**config.mk**
```make
export PLATFORM = sky130hd
export DESIGN_NAME = axis_delimiter_flat
export DESIGN_NICKNAME = d
export VERILOG_FILES = /design/src/rtl/delimiter_pkg.sv /design/src/rtl/axis_delimiter_if.sv /design/src/rtl/axis_delimiter_slot.sv /design/src/rtl/axis_delimiter.sv /design/src/flat_wrapper.sv
export SDC_FILE = /design/constraint.sdc
export NUM_CORES = 1
export LEC_CHECK = 0
export ABC_AREA = 0
export CAP_MARGIN = 5
export CORE_UTILIZATION = 39
export CTS_CLUSTER_DIAMETER = 60
export DETAILED_ROUTE_END_ITERATION = 8
export PLACE_DENSITY = 0.75
export SYNTH_ARGS = -nofsm -noshare
export SYNTH_HDL_FRONTEND = slang
export SYNTH_HIERARCHICAL = 1
export SYNTH_SLANG_ARGS = --single-unit
```
**constraint.sdc**
```tcl
create_clock -name clk -period 1.9 [get_ports clk]
set_input_delay 0.285 -clock clk [delete_from_list [all_inputs] [get_ports clk]]
set_output_delay 0.285 -clock clk [all_outputs]
set_load 0.03 [all_outputs]
```
**src/rtl/delimiter_pkg.sv**
```systemverilog
// Shared constants, field-geometry helpers and parameter validation for the
// axis_delimiter slice.
package delimiter_pkg;

  localparam int unsigned MAX_OUTPUTS = 8;

  typedef logic [MAX_OUTPUTS-1:0][31:0] widths_t;

  localparam logic [0:0] SLOT_IDLE = 1'b0;
  localparam logic [0:0] SLOT_HELD = 1'b1;

  function automatic int unsigned field_off(widths_t widths, int unsigned n);
    int unsigned off = 0;
    for (int unsigned i = 0; i < MAX_OUTPUTS; i++) begin
      if (i < n) off += widths[i[2:0]];
    end
    return off;
  endfunction

  // Entries from the last field onward are zeroed so field_w can recognise
  // the remainder field without knowing the channel count.
  function automatic widths_t trim_widths(widths_t raw, int unsigned num);
    widths_t t = raw;
    for (int unsigned i = 0; i < MAX_OUTPUTS; i++) begin
      if (i + 1 >= num) t[i[2:0]] = '0;
    end
    return t;
  endfunction

  function automatic int unsigned field_w(widths_t widths, int unsigned n,
                                          int unsigned in_width);
    if (widths[n[2:0]] != '0) return widths[n[2:0]];
    return in_width - field_off(widths, n);
  endfunction

  function automatic bit params_ok(widths_t widths, int unsigned num,
                                   int unsigned in_width);
    bit ok = (num >= 1) && (num <= MAX_OUTPUTS) &&
             (in_width >= 2) && (in_width <= 1024);
    if (ok) begin
      for (int unsigned i = 0; i < MAX_OUTPUTS; i++) begin
        if ((i + 1 < num) && (widths[i[2:0]] == '0)) ok = 1'b0;
      end
      if (field_off(widths, num - 1) >= in_width) ok = 1'b0;
    end
    return ok;
  endfunction

endpackage

```
**src/rtl/axis_delimiter_if.sv**
```systemverilog
// Input stream, per-channel output streams and channel mask of axis_delimiter.
interface axis_delimiter_if #(
  parameter int unsigned IN_WIDTH    = 32,
  parameter int unsigned NUM_OUTPUTS = 2
);
  logic [IN_WIDTH-1:0]    s_axis_tdata;
  logic                   s_axis_tvalid;
  logic                   s_axis_tready;
  logic                   s_axis_tlast;
  logic [NUM_OUTPUTS-1:0] chan_en;
  logic [IN_WIDTH-1:0]    m_axis_tdata;
  logic [NUM_OUTPUTS-1:0] m_axis_tvalid;
  logic [NUM_OUTPUTS-1:0] m_axis_tready;
  logic [NUM_OUTPUTS-1:0] m_axis_tlast;

  modport slave (
    input  s_axis_tdata, s_axis_tvalid, s_axis_tlast, chan_en, m_axis_tready,
    output s_axis_tready, m_axis_tdata, m_axis_tvalid, m_axis_tlast
  );

  modport master (
    output s_axis_tdata, s_axis_tvalid, s_axis_tlast, chan_en, m_axis_tready,
    input  s_axis_tready, m_axis_tdata, m_axis_tvalid, m_axis_tlast
  );
endinterface

```
**src/rtl/axis_delimiter_slot.sv**
```systemverilog
// One output channel: pending flag (IDLE/HELD) with load-over-drain priority.
module axis_delimiter_slot
  import delimiter_pkg::*;
(
  input  logic clk,
  input  logic rst,
  input  logic load,
  input  logic en,
  input  logic ready,
  output logic valid,
  output logic drain
);

  logic [0:0] state_q;

  assign valid = (state_q == SLOT_HELD);
  assign drain = valid & ready;

  always_ff @(posedge clk) begin
    if (rst) begin
      state_q <= SLOT_IDLE;
    end else if (load) begin
      state_q <= en ? SLOT_HELD : SLOT_IDLE;
    end else if (drain) begin
      state_q <= SLOT_IDLE;
    end
  end

endmodule

```
**src/rtl/axis_delimiter.sv**
```systemverilog
// Registered AXI-Stream bit-field delimiter: one held word broadcast to
// NUM_OUTPUTS channels with independent backpressure and masking.
module axis_delimiter
  import delimiter_pkg::*;
#(
  parameter int unsigned IN_WIDTH    = 32,
  parameter int unsigned NUM_OUTPUTS = 2,
  parameter int unsigned OUT0_WIDTH  = 16,
  parameter int unsigned OUT1_WIDTH  = 16,
  parameter int unsigned OUT2_WIDTH  = 0,
  parameter int unsigned OUT3_WIDTH  = 0,
  parameter int unsigned OUT4_WIDTH  = 0,
  parameter int unsigned OUT5_WIDTH  = 0,
  parameter int unsigned OUT6_WIDTH  = 0,
  parameter int unsigned OUT7_WIDTH  = 0
) (
  input  logic              clk,
  input  logic              rst,
  axis_delimiter_if.slave   bus,
  output logic [31:0]       frame_count
);

  localparam widths_t WIDTHS = trim_widths({32'(OUT7_WIDTH), 32'(OUT6_WIDTH),
                                            32'(OUT5_WIDTH), 32'(OUT4_WIDTH),
                                            32'(OUT3_WIDTH), 32'(OUT2_WIDTH),
                                            32'(OUT1_WIDTH), 32'(OUT0_WIDTH)},
                                           NUM_OUTPUTS);

  if (!params_ok(WIDTHS, NUM_OUTPUTS, IN_WIDTH)) begin : g_bad_params
    $error("axis_delimiter: illegal IN_WIDTH/NUM_OUTPUTS/field widths");
  end

  logic [IN_WIDTH-1:0]    data_q;
  logic                   last_q;
  logic                   discard_q;
  logic [NUM_OUTPUTS-1:0] pending;
  logic [NUM_OUTPUTS-1:0] drain;
  logic                   s_ready;
  logic                   handshake;
  logic                   word_done;

  assign s_ready   = &(~pending | bus.m_axis_tready);
  assign handshake = bus.s_axis_tvalid & s_ready;
  // The held word completes when every still-pending channel drains together.
  assign word_done = last_q & (|drain) & ((pending & ~drain) == '0);

  for (genvar n = 0; n < NUM_OUTPUTS; n++) begin : g_slot
    if (field_w(WIDTHS, n, IN_WIDTH) == 0) begin : g_bad_field
      $error("axis_delimiter: field %0d has zero width", n);
    end
    axis_delimiter_slot u_slot (
      .clk   (clk),
      .rst   (rst),
      .load  (handshake),
      .en    (bus.chan_en[n]),
      .ready (bus.m_axis_tready[n]),
      .valid (pending[n]),
      .drain (drain[n])
    );
  end

  always_ff @(posedge clk) begin
    if (rst) begin
      data_q      <= '0;
      last_q      <= 1'b0;
      discard_q   <= 1'b0;
      frame_count <= '0;
    end else begin
      if (handshake) begin
        data_q <= bus.s_axis_tdata;
        last_q <= bus.s_axis_tlast;
      end
      // A fully masked tlast word is counted one cycle after acceptance.
      discard_q <= handshake & ~(|bus.chan_en) & bus.s_axis_tlast;
      if (word_done | discard_q) frame_count <= frame_count + 32'd1;
    end
  end

  assign bus.s_axis_tready = s_ready;
  assign bus.m_axis_tvalid = pending;
  assign bus.m_axis_tdata  = data_q;
  assign bus.m_axis_tlast  = {NUM_OUTPUTS{last_q}};

endmodule
```
**src/flat_wrapper.sv**
```systemverilog
// flat-port wrapper written by rule: the top's interface ports become plain ports
module axis_delimiter_flat import delimiter_pkg::*;
#(
  parameter int unsigned IN_WIDTH    = 32,
  parameter int unsigned NUM_OUTPUTS = 2,
  parameter int unsigned OUT0_WIDTH  = 16,
  parameter int unsigned OUT1_WIDTH  = 16,
  parameter int unsigned OUT2_WIDTH  = 0,
  parameter int unsigned OUT3_WIDTH  = 0,
  parameter int unsigned OUT4_WIDTH  = 0,
  parameter int unsigned OUT5_WIDTH  = 0,
  parameter int unsigned OUT6_WIDTH  = 0,
  parameter int unsigned OUT7_WIDTH  = 0
)
  (clk, rst, frame_count, bus_s_axis_tdata, bus_s_axis_tvalid, bus_s_axis_tlast, bus_chan_en, bus_m_axis_tready, bus_s_axis_tready, bus_m_axis_tdata, bus_m_axis_tvalid, bus_m_axis_tlast);
  axis_delimiter_if #(.IN_WIDTH(IN_WIDTH), .NUM_OUTPUTS(NUM_OUTPUTS)) bus_i ();
  input  logic clk;
  input  logic rst;
  output logic [31:0] frame_count;
  input wire logic [$bits(bus_i.s_axis_tdata)-1:0] bus_s_axis_tdata;
  input wire logic [$bits(bus_i.s_axis_tvalid)-1:0] bus_s_axis_tvalid;
  input wire logic [$bits(bus_i.s_axis_tlast)-1:0] bus_s_axis_tlast;
  input wire logic [$bits(bus_i.chan_en)-1:0] bus_chan_en;
  input wire logic [$bits(bus_i.m_axis_tready)-1:0] bus_m_axis_tready;
  output wire logic [$bits(bus_i.s_axis_tready)-1:0] bus_s_axis_tready;
  output wire logic [$bits(bus_i.m_axis_tdata)-1:0] bus_m_axis_tdata;
  output wire logic [$bits(bus_i.m_axis_tvalid)-1:0] bus_m_axis_tvalid;
  output wire logic [$bits(bus_i.m_axis_tlast)-1:0] bus_m_axis_tlast;
  assign bus_i.s_axis_tdata = bus_s_axis_tdata;
  assign bus_i.s_axis_tvalid = bus_s_axis_tvalid;
  assign bus_i.s_axis_tlast = bus_s_axis_tlast;
  assign bus_i.chan_en = bus_chan_en;
  assign bus_i.m_axis_tready = bus_m_axis_tready;
  assign bus_s_axis_tready = bus_i.s_axis_tready;
  assign bus_m_axis_tdata = bus_i.m_axis_tdata;
  assign bus_m_axis_tvalid = bus_i.m_axis_tvalid;
  assign bus_m_axis_tlast = bus_i.m_axis_tlast;
  axis_delimiter #(.IN_WIDTH(IN_WIDTH), .NUM_OUTPUTS(NUM_OUTPUTS), .OUT0_WIDTH(OUT0_WIDTH), .OUT1_WIDTH(OUT1_WIDTH), .OUT2_WIDTH(OUT2_WIDTH), .OUT3_WIDTH(OUT3_WIDTH), .OUT4_WIDTH(OUT4_WIDTH), .OUT5_WIDTH(OUT5_WIDTH), .OUT6_WIDTH(OUT6_WIDTH), .OUT7_WIDTH(OUT7_WIDTH)) u_core (.clk(clk), .rst(rst), .bus(bus_i), .frame_count(frame_count));
endmodule
```
==> reports/metrics.csv, run 1 <==
stage,metric,value,unit
clocking,cts_tree,yes,
floorplanning,die_area,0.00757,mm2
logic_synthesis,synth_cell_types,33,
floorplanning,initial_core_util,41.0,%
pwr,power_density,691,mW/mm2
route,drtIter0Drc,136,
logic_synthesis,synth_seq_cells,68,
route,antenna_left,0,
setup_path,critPathSlowestCell,or4b_4,
clocking,cts_hold_buf,0,
logic_synthesis,synth_nets,394,
cells_and_area,area_delta_synth_final,60.5,%
clocking,htree_levels,3,
cells_and_area,n_antenna_cell,0,
cells_and_area,fin_cells,587,
cells_and_area,layout.nets,527,
route,drc,0,
cells_and_area,stdcell_area,0.00452,mm2
timing,finalHoldViolations,0,
grt,gr-max-usage-layer,met2,
route,vias,2938,
timing,period_needed,1920,ps
place,dpl_cell_area,0.00427,mm2
setup_path,cp-end-kind,flop,
place,hpwl,5590,um
floorplanning,die_y,87,um
min_path,min_path_cells,2,
logic_synthesis,postSynthAreaPerCell,7.98,um2
grt,met1_usage,25.7,%
setup_path,critPathMaxFanout,6,
pwr,ir_drop,0.000399,V
setup_path,worst-r2r-setup-slack,10,ps
cells_and_area,final_layout_size_suffix_gt1_share,18.9,%
timing,clock_skew,15.0,ps
clocking,clock_path_buffers,2,
timing,maxSlewHeadroom,57.4,%
grt,grt_use_met2,34.2,%
place,port_buffers,108,
timing,finalSetupTns,-16.7,ps
floorplanning,ios,109,
route,routedWlPerCell,13.4,um
min_path,holdPathEnd,u_core/frame_count[11]$_SDFFE_PP0P_,
logic_synthesis,syn-cell-area,0.00282,mm2
route,drt-vias-per-instance,5.01,
grt,grt_pass1_wl,12300,um
setup_path,rr_worst_depth,5,
grt,grt_pass1_vias,2722,
setup_path,cp-start-kind,input pin,
floorplanning,rows,30,
floorplanning,design.core.area,0.00687,mm2
logic_synthesis,ys_seq_area_share,48.3,%
route,dr.pass1.iters,4,
timing,rsz0062_at_grt,yes,
min_path,worstHoldStart,rst,
grt,antenna_found_initial,0,
setup_path,cp_data_required_time,2170,ps
grt,use_met3,5.97,%
grt,grt_max_degree,35,
clocking,cts_root_buf,clkbuf_8,
timing,setup_viol,1,
logic_synthesis,ys_warn_count,6,
min_path,hold_class,in2reg,
setup_path,r2r-end,u_core/frame_count[24]$_SDFFE_PP0P_,
timing,drv_slew,0,
setup_path,path_cells,clkdlybuf4s50_1 > and2_4 > nand2b_4 > a221oi_4 > or4b_4 > or3_4 > a21oi_2,
grt,grt-ovfl-total,0,
timing,setup_ws,-16.7,ps
timing,worst_pin_slew,638,ps
job,maxCapViolCount,0,
setup_path,max_stage_delay,560,ps
floorplanning,die_x,87,um
cells_and_area,layout_commonest_cell,clkdlybuf4s50_1,
place,place_congestion,0.790,
setup_path,crit_family,simple AND/OR/NAND/NOR gates,
clocking,cts_buffers,9,
setup_path,arrival,2190,ps
clocking,clk-insertion-delay-late,350,ps
status,status,finished with violations,
place,place_inst,569,
timing,period_share,101,%
setup_path,reg2reg_from,u_core/frame_count[13]$_SDFFE_PP0P_,
status,violations,setup timing,
setup_path,worst-setup-path-type,in2reg,
logic_synthesis,synthCells,353,
clocking,clkTransAtPathRegs,70,ps
route,wl,7900,um
grt,grt_usage,20.9,%
setup_path,critPathBufInv,1,
timing,max_freq,0.522,GHz
cells_and_area,mostFrequentLayoutCells,"106 x clkdlybuf4s50_1, 81 x nand2_1, 49 x a21oi_1",
clocking,cts.sink_count,68,
cells_and_area,final_util,65.8,%
pwr,power.leakage,1.58,nW
## logic make-up (layout without fill, tap and decap cells)
family / count (synthesis) / count (layout) / share of synthesized area, %
xor gates and xnor gates: 13 / 13 / 4.04
adders and majority gates: 1 / 1 / 0.444
buffers and inverters: 29 / 167 / 4.48
and+or+nand+nor: 167 / 167 / 28.9
AOI/OAI and AO/OA: 75 / 75 / 13.8
DFF: 68 / 68 / 48.3
## cells in the mapped netlist
master      n  share of area (%)
and4_1      2               0.62
a221oi_2    1               0.53
a2bb2oi_1   1               0.31
or4_1       2               0.53
buf_2       2               0.36
and2_1      4               0.89
o21ai_1     2               0.36
nand4_1     8                1.8
xnor2_1    13                4.0
o21ai_0    18                3.2
or3_1      17                3.8
buf_4       2               0.53
nand2b_1    3               0.67
a21oi_1    53                9.4
clkbuf_1   17                2.3
nor3_1      3               0.53
nor3b_1     1               0.27
or2_0       1               0.22
nor4b_1     2               0.62
nor2_1     18                2.4
and3_1      1               0.22
ha_1        1               0.44
inv_1       6               0.80
dfxtp_1    68                 48
nand2_1    81                 11
clkinv_1    1               0.13
nor4_1      6                1.3
or4b_1      2               0.71
nor4_2      1               0.44
or3b_1      2               0.62
and2_2      2               0.53
nand3_1    11                2.0
buf_6       1               0.40
## per-stage QoR
stage	setup slack (ps)	hold slack (ps)	power, mW
final	-16.7	454	3.13
after global routing	-62.0	460	3.26
after CTS	6.91	443	3.16
after detailed placement	-465	447	1.97
after global placement	-383	441	1.96
after floorplan	-43.1	344	1.74
## flip-flops by register name, summed over array words and instances, names as in the netlist
name	cells
u_core/discard_q	1
u_core/bus.m_axis_tdata	32
u_core/g_slot.u_slot/valid	2
u_core/frame_count	32
u_core/last_q	1
## area by class of cell
cell class              count  area (um2)
clock inverters             7        73.8
multi-input cells         256        1410
clock buffers               9         124
inverters                   7        26.3
repair buffers            144        1370
fillers                   596        2350
well taps                  96         120
flip-flops and latches     68        1400
## power breakdown
part,switching [mW],total [mW],internal (mW)
registers,0.0228,1.49,1.46
logic,0.242,0.451,0.209
clock network,0.580,1.19,0.611
total,0.845,3.13,2.28
## per-layer routing
metal	vias to the layer above	routed length [um]
met4	0	191
li1	1471	-
met5	-	0
met3	16	319
met2	65	3910
met1	1386	3470
## worst max-delay path by stage
stage	start	to	slack, ps	cells after the start
finish	bus_m_axis_tready[1]	u_core/frame_count[24]$_SDFFE_PP0P_	-20	7
global route	u_core/frame_count[8]$_SDFFE_PP0P_	u_core/frame_count[24]$_SDFFE_PP0P_	-60	5
CTS	u_core/frame_count[16]$_SDFFE_PP0P_	u_core/frame_count[31]$_SDFFE_PP0P_	7	5
detailed placement	bus_m_axis_tready[1]	u_core/frame_count[31]$_SDFFE_PP0P_	-460	7
global placement	bus_m_axis_tready[1]	u_core/frame_count[25]$_SDFFE_PP0P_	-380	7
floorplan	u_core/frame_count[2]$_SDFFE_PP0P_	u_core/frame_count[16]$_SDFFE_PP0P_	-40	7
## what timing repair did
item | CTS | global route
pin swaps | 2 | 4
resized for setup | 5 | 9
endpoints found under the setup margin | 14 | 13
setup buffers | 0 | 2
(Power assumes the default switching activity.)
==> inputs of run 2 (changes only) <==
--- a/config.mk
+++ b/config.mk
@@ -6,12 +6,11 @@
 export NUM_CORES = 1
 export LEC_CHECK = 0
 export ABC_AREA = 0
-export CAP_MARGIN = 5
-export CORE_UTILIZATION = 39
+export CAP_MARGIN = 10
+export CORE_UTILIZATION = 41
 export CTS_CLUSTER_DIAMETER = 60
 export DETAILED_ROUTE_END_ITERATION = 8
-export PLACE_DENSITY = 0.75
+export PLACE_DENSITY = 0.77
 export SYNTH_ARGS = -nofsm -noshare
 export SYNTH_HDL_FRONTEND = slang
-export SYNTH_HIERARCHICAL = 1
 export SYNTH_SLANG_ARGS = --single-unit
==> constraint.sdc (replaced) <==
create_clock -name clk -period 1.73 [get_ports clk]
set_input_delay 0.2595 -clock clk [delete_from_list [all_inputs] [get_ports clk]]
set_output_delay 0.2595 -clock clk [all_outputs]
set_load 0.03 [all_outputs]
==> run 2 against run 1 <==
  * The flow now finishes without violations
  * Die area rose by 5.4%
  * Critical endpoint is now u_core.frame_count[17]$_SDFFE_PP0P_
  * Design area rose by 4.1%
  * Final cell count rose by 0.85%
  * Global-route usage fell by 0.21 points
  * Core utilization fell by 1.2 points
  * Total power rose by 5.8%
  * Sequential power rose by 10%
  * Clock-buffer cell count rose by 4
  * Routed wire length rose by 3.6%
  * Sequential share of layout area fell by 1.7 points
==> reports/metrics.csv, run 2 <==
stage,metric,value,unit,change
timing,period_share,99.8,%,
clocking,cts_buffers,9,,unchanged
clocking,clock_path_buffers,2,,unchanged
cells_and_area,final_layout_size_suffix_gt1_share,15.4,%,was 18.9%
logic_synthesis,yosysMostFrequentCell,nand2_1,,unchanged
timing,drv_slew,0,,unchanged
min_path,hold_class,in2reg,,unchanged
clocking,cts.sink_count,68,,unchanged
cells_and_area,layout_commonest_cell,clkdlybuf4s50_1,,unchanged
timing,clock_skew,5.66,ps,was 15.0 ps
logic_synthesis,synthCells,371,,was 353
grt,grt_pass1_vias,2770,,"was 2,722"
grt,grt_usage,20.7,%,was 20.9%
floorplanning,initial_core_util,42.9,%,was 41.0%
logic_synthesis,ys_warn_count,0,,was 6
route,antenna_left,0,,unchanged
job,maxCapViolCount,0,,unchanged
logic_synthesis,synth_enable_flop_cells,0,,unchanged
place,place_inst,576,,was 569
place,port_buffers,108,,unchanged
clocking,cts_tree,yes,,unchanged
timing,setup_viol,0,,was 1
logic_synthesis,syn-cell-area,0.00313,mm2,was 0.00282 mm2
setup_path,arrival,1950,ps,was 2190 ps
cells_and_area,mostFrequentLayoutCells,"81 x clkdlybuf4s50_1, 76 x nand2_1, 54 x dfxtp_1",,"was 106 x clkdlybuf4s50_1, 81 x nand2_1, 49 x a21oi_1"
route,drtIter0Drc,193,,was 136
route,vias,3074,,"was 2,938"
cells_and_area,area_delta_synth_final,50.7,%,was 60.5%
logic_synthesis,ys_top_cells_by_area,"dfxtp_1 44%, nand2_1 9.1%, a21oi_1 7.4%",,"was dfxtp_1 48%, nand2_1 11%, a21oi_1 9.4%"
cells_and_area,fin_cells,592,,was 587
clocking,clkTransAtPathRegs,70,ps,about the same
logic_synthesis,yosys-top-cells-count,"76 x nand2_1, 68 x dfxtp_1, 46 x a21oi_1",,"was 81 x nand2_1, 68 x dfxtp_1, 53 x a21oi_1"
cells_and_area,stdcell_area,0.00471,mm2,was 0.00452 mm2
setup_path,cp-end-kind,flop,,unchanged
grt,grt-ovfl-total,0,,unchanged
logic_synthesis,synthArstFlopShare,0,%,unchanged
floorplanning,rows,31,,was 30
logic_synthesis,synth_nets,412,,was 394
pwr,power_density,702,mW/mm2,was 691 mW/mm2
clocking,htree_levels,3,,unchanged
grt,antenna_found_initial,0,,unchanged
logic_synthesis,synth_top_cell_area_share,43.6,%,was 48.3%
setup_path,critPathMaxFanout,5,,was 6
timing,rsz0062_at_grt,yes,,unchanged
place,place_congestion,0.785,,was 0.790
floorplanning,design.core.area,0.00729,mm2,was 0.00687 mm2
floorplanning,die_x,89.3,um,was 87 um
route,drc,0,,unchanged
route,routedWlPerCell,13.8,um,was 13.4 um
timing,finalHoldViolations,0,,unchanged
pwr,ir_drop,0.000529,V,was 0.000399 V
floorplanning,die_y,89.3,um,was 87 um
pwr,power.leakage,2.09,nW,was 1.58 nW
timing,period_needed,1730,ps,
route,drt-vias-per-instance,5.19,,was 5.01
grt,grt_pass1_wl,12600,um,"was 12,300 um"
timing,worst_pin_slew,357,ps,was 638 ps
status,status,finished clean,,was finished with violations
logic_synthesis,postSynthAreaPerCell,8.42,um2,was 7.98 um2
logic_synthesis,synth_cell_types,32,,was 33
clocking,cts_root_buf,clkbuf_8,,unchanged
floorplanning,ios,109,,unchanged
grt,grt_max_degree,45,,was 35
place,dpl_cell_area,0.00446,mm2,was 0.00427 mm2
setup_path,path_cells,and4_1 > nand4_2 > nor3_1 > mux2_1,,was clkdlybuf4s50_1 > and2_4 > nand2b_4 > a221oi_4 > or4b_4 > or3_4 > a21oi_2
setup_path,max_stage_delay,400,ps,was 560 ps
cells_and_area,n_antenna_cell,0,,unchanged
clocking,clk-insertion-delay-late,330,ps,was 350 ps
route,dr.pass1.iters,4,,unchanged
timing,max_freq,0.579,GHz,
route,wl,8180,um,was 7900 um
setup_path,critPathSlowestCell,dfxtp_1,,was or4b_4
logic_synthesis,ys_seq_area_share,43.6,%,was 48.3%
floorplanning,die_area,0.00798,mm2,was 0.00757 mm2
setup_path,cp_data_required_time,1950,ps,was 2170 ps
cells_and_area,layout.nets,530,,was 527
logic_synthesis,synth_seq_cells,68,,unchanged
logic_synthesis,yosys.area.top_type,dfxtp_1,,unchanged
setup_path,worst-setup-path-type,reg2reg,,was in2reg
setup_path,cp-start-kind,flop,,was input pin
place,hpwl,5590,um,about the same
logic_synthesis,synth_flop_cell,dfxtp_1,,unchanged
timing,maxSlewHeadroom,76.2,%,was 57.4%
==> run 2: cell count changes after synthesis, moves of 7 or more <==
cell and delta:
or3_1 -15, mux2_1 +19, a21oi_1 -7, or4_1 +7, o31ai_1 +9, xnor2_1 -13, o21ai_0 -18, nor2b_1 +21
==> run 2: layout make-up <==
class,instances,area [um2]
Timing Repair Buffer,137,1380
Fill cell,645,2580
Clock inverter,2,10.0
Clock buffer,13,159
Inverter,2,7.51
Multi-Input combinational cell,271,1650
Tap cell,99,124
Sequential cell,68,1380
==> run 2: critical path: cells and delay by family (launching register included) <==
kind,cells,cell delay (ps)
and+or+nand+nor,3,860
muxes,1,350
DFF,1,400
==> run 2: timing repair <==
item / 4_1_cts / 5_1_grt
cloned: 0 / 1
gates resized for setup: 16 / 18
pin swaps: 0 / 1
hold buffers: 0 / 0
buffers inserted: 0 / 0
setup endpoints to repair: 19 / 26
==> run 2: metrics by stage <==
stage	util, %	setup TNS (ps)	hold slack, ps	power (mW)	setup WS (ps)
floorplan	-	0	336	1.94	0.469
global route	64.6	-31.5	383	3.47	-27.9
finish	64.6	0	385	3.31	2.83
detailed placement	61.2	-9800	446	2.20	-316
global placement	61.2	-6720	441	2.19	-244
CTS	63.5	0	372	3.35	3.61
==> run 2: routing by layer <==
layer / vias up / share of wire, % / GRT usage, %
met5: - / 0 / 0
met4: 0 / 1.4 / 7.36
met3: 10 / 9.3 / 8.96
met2: 120 / 46 / 32.3
met1: 1425 / 43 / 25.4
li1: 1519 / - / -
==> run 2: worst paths after layout <==
| kind | start | to | slack, ps | cells after the start |
|---|---|---|---|---|
| hold reg to reg | u_core.bus.m_axis_tdata[2]$_SDFFE_PP0N_ | u_core.bus.m_axis_tdata[2]$_SDFFE_PP0N_ | 450 | 2 |
| hold / removal | rst | u_core.frame_count[9]$_SDFFE_PP0P_ | 390 | 3 |
| setup reg to reg | u_core.frame_count[12]$_SDFFE_PP0P_ | u_core.frame_count[17]$_SDFFE_PP0P_ | 3 | 4 |
| setup / recovery | u_core.frame_count[12]$_SDFFE_PP0P_ | u_core.frame_count[17]$_SDFFE_PP0P_ | 3 | 4 |
==> run 2: where the power goes <==
part	internal, mW	leakage [nW]	switching (mW)	total, mW
Combinational	0.239	1.44	0.274	0.513
Clock	0.587	0.0893	0.564	1.15
Sequential	1.62	0.561	0.0261	1.64
==> run 2: logic make-up (layout without fill, tap and decap cells) <==
logic type	count (synthesis)	count (layout)	synth area share (%)
DFF	68	68	43.6
AOI/OAI and AO/OA	59	59	10.8
xor gates and xnor gates	1	1	0.280
muxes	20	20	7.17
adders and majority gates	1	1	0.400
buffers and inverters	33	154	5.80
and+or+nand+nor	189	190	32.0
==> inputs of run 3 (changes only) <==
--- a/config.mk
+++ b/config.mk
@@ -9,6 +9,7 @@
 export CAP_MARGIN = 10
 export CORE_UTILIZATION = 41
 export CTS_CLUSTER_DIAMETER = 60
+export CTS_CLUSTER_SIZE = 25
 export DETAILED_ROUTE_END_ITERATION = 8
 export PLACE_DENSITY = 0.77
 export SYNTH_ARGS = -nofsm -noshare
==> results of run 3 <==
The final DEF is identical to that of run 2; final timing and power are the same.
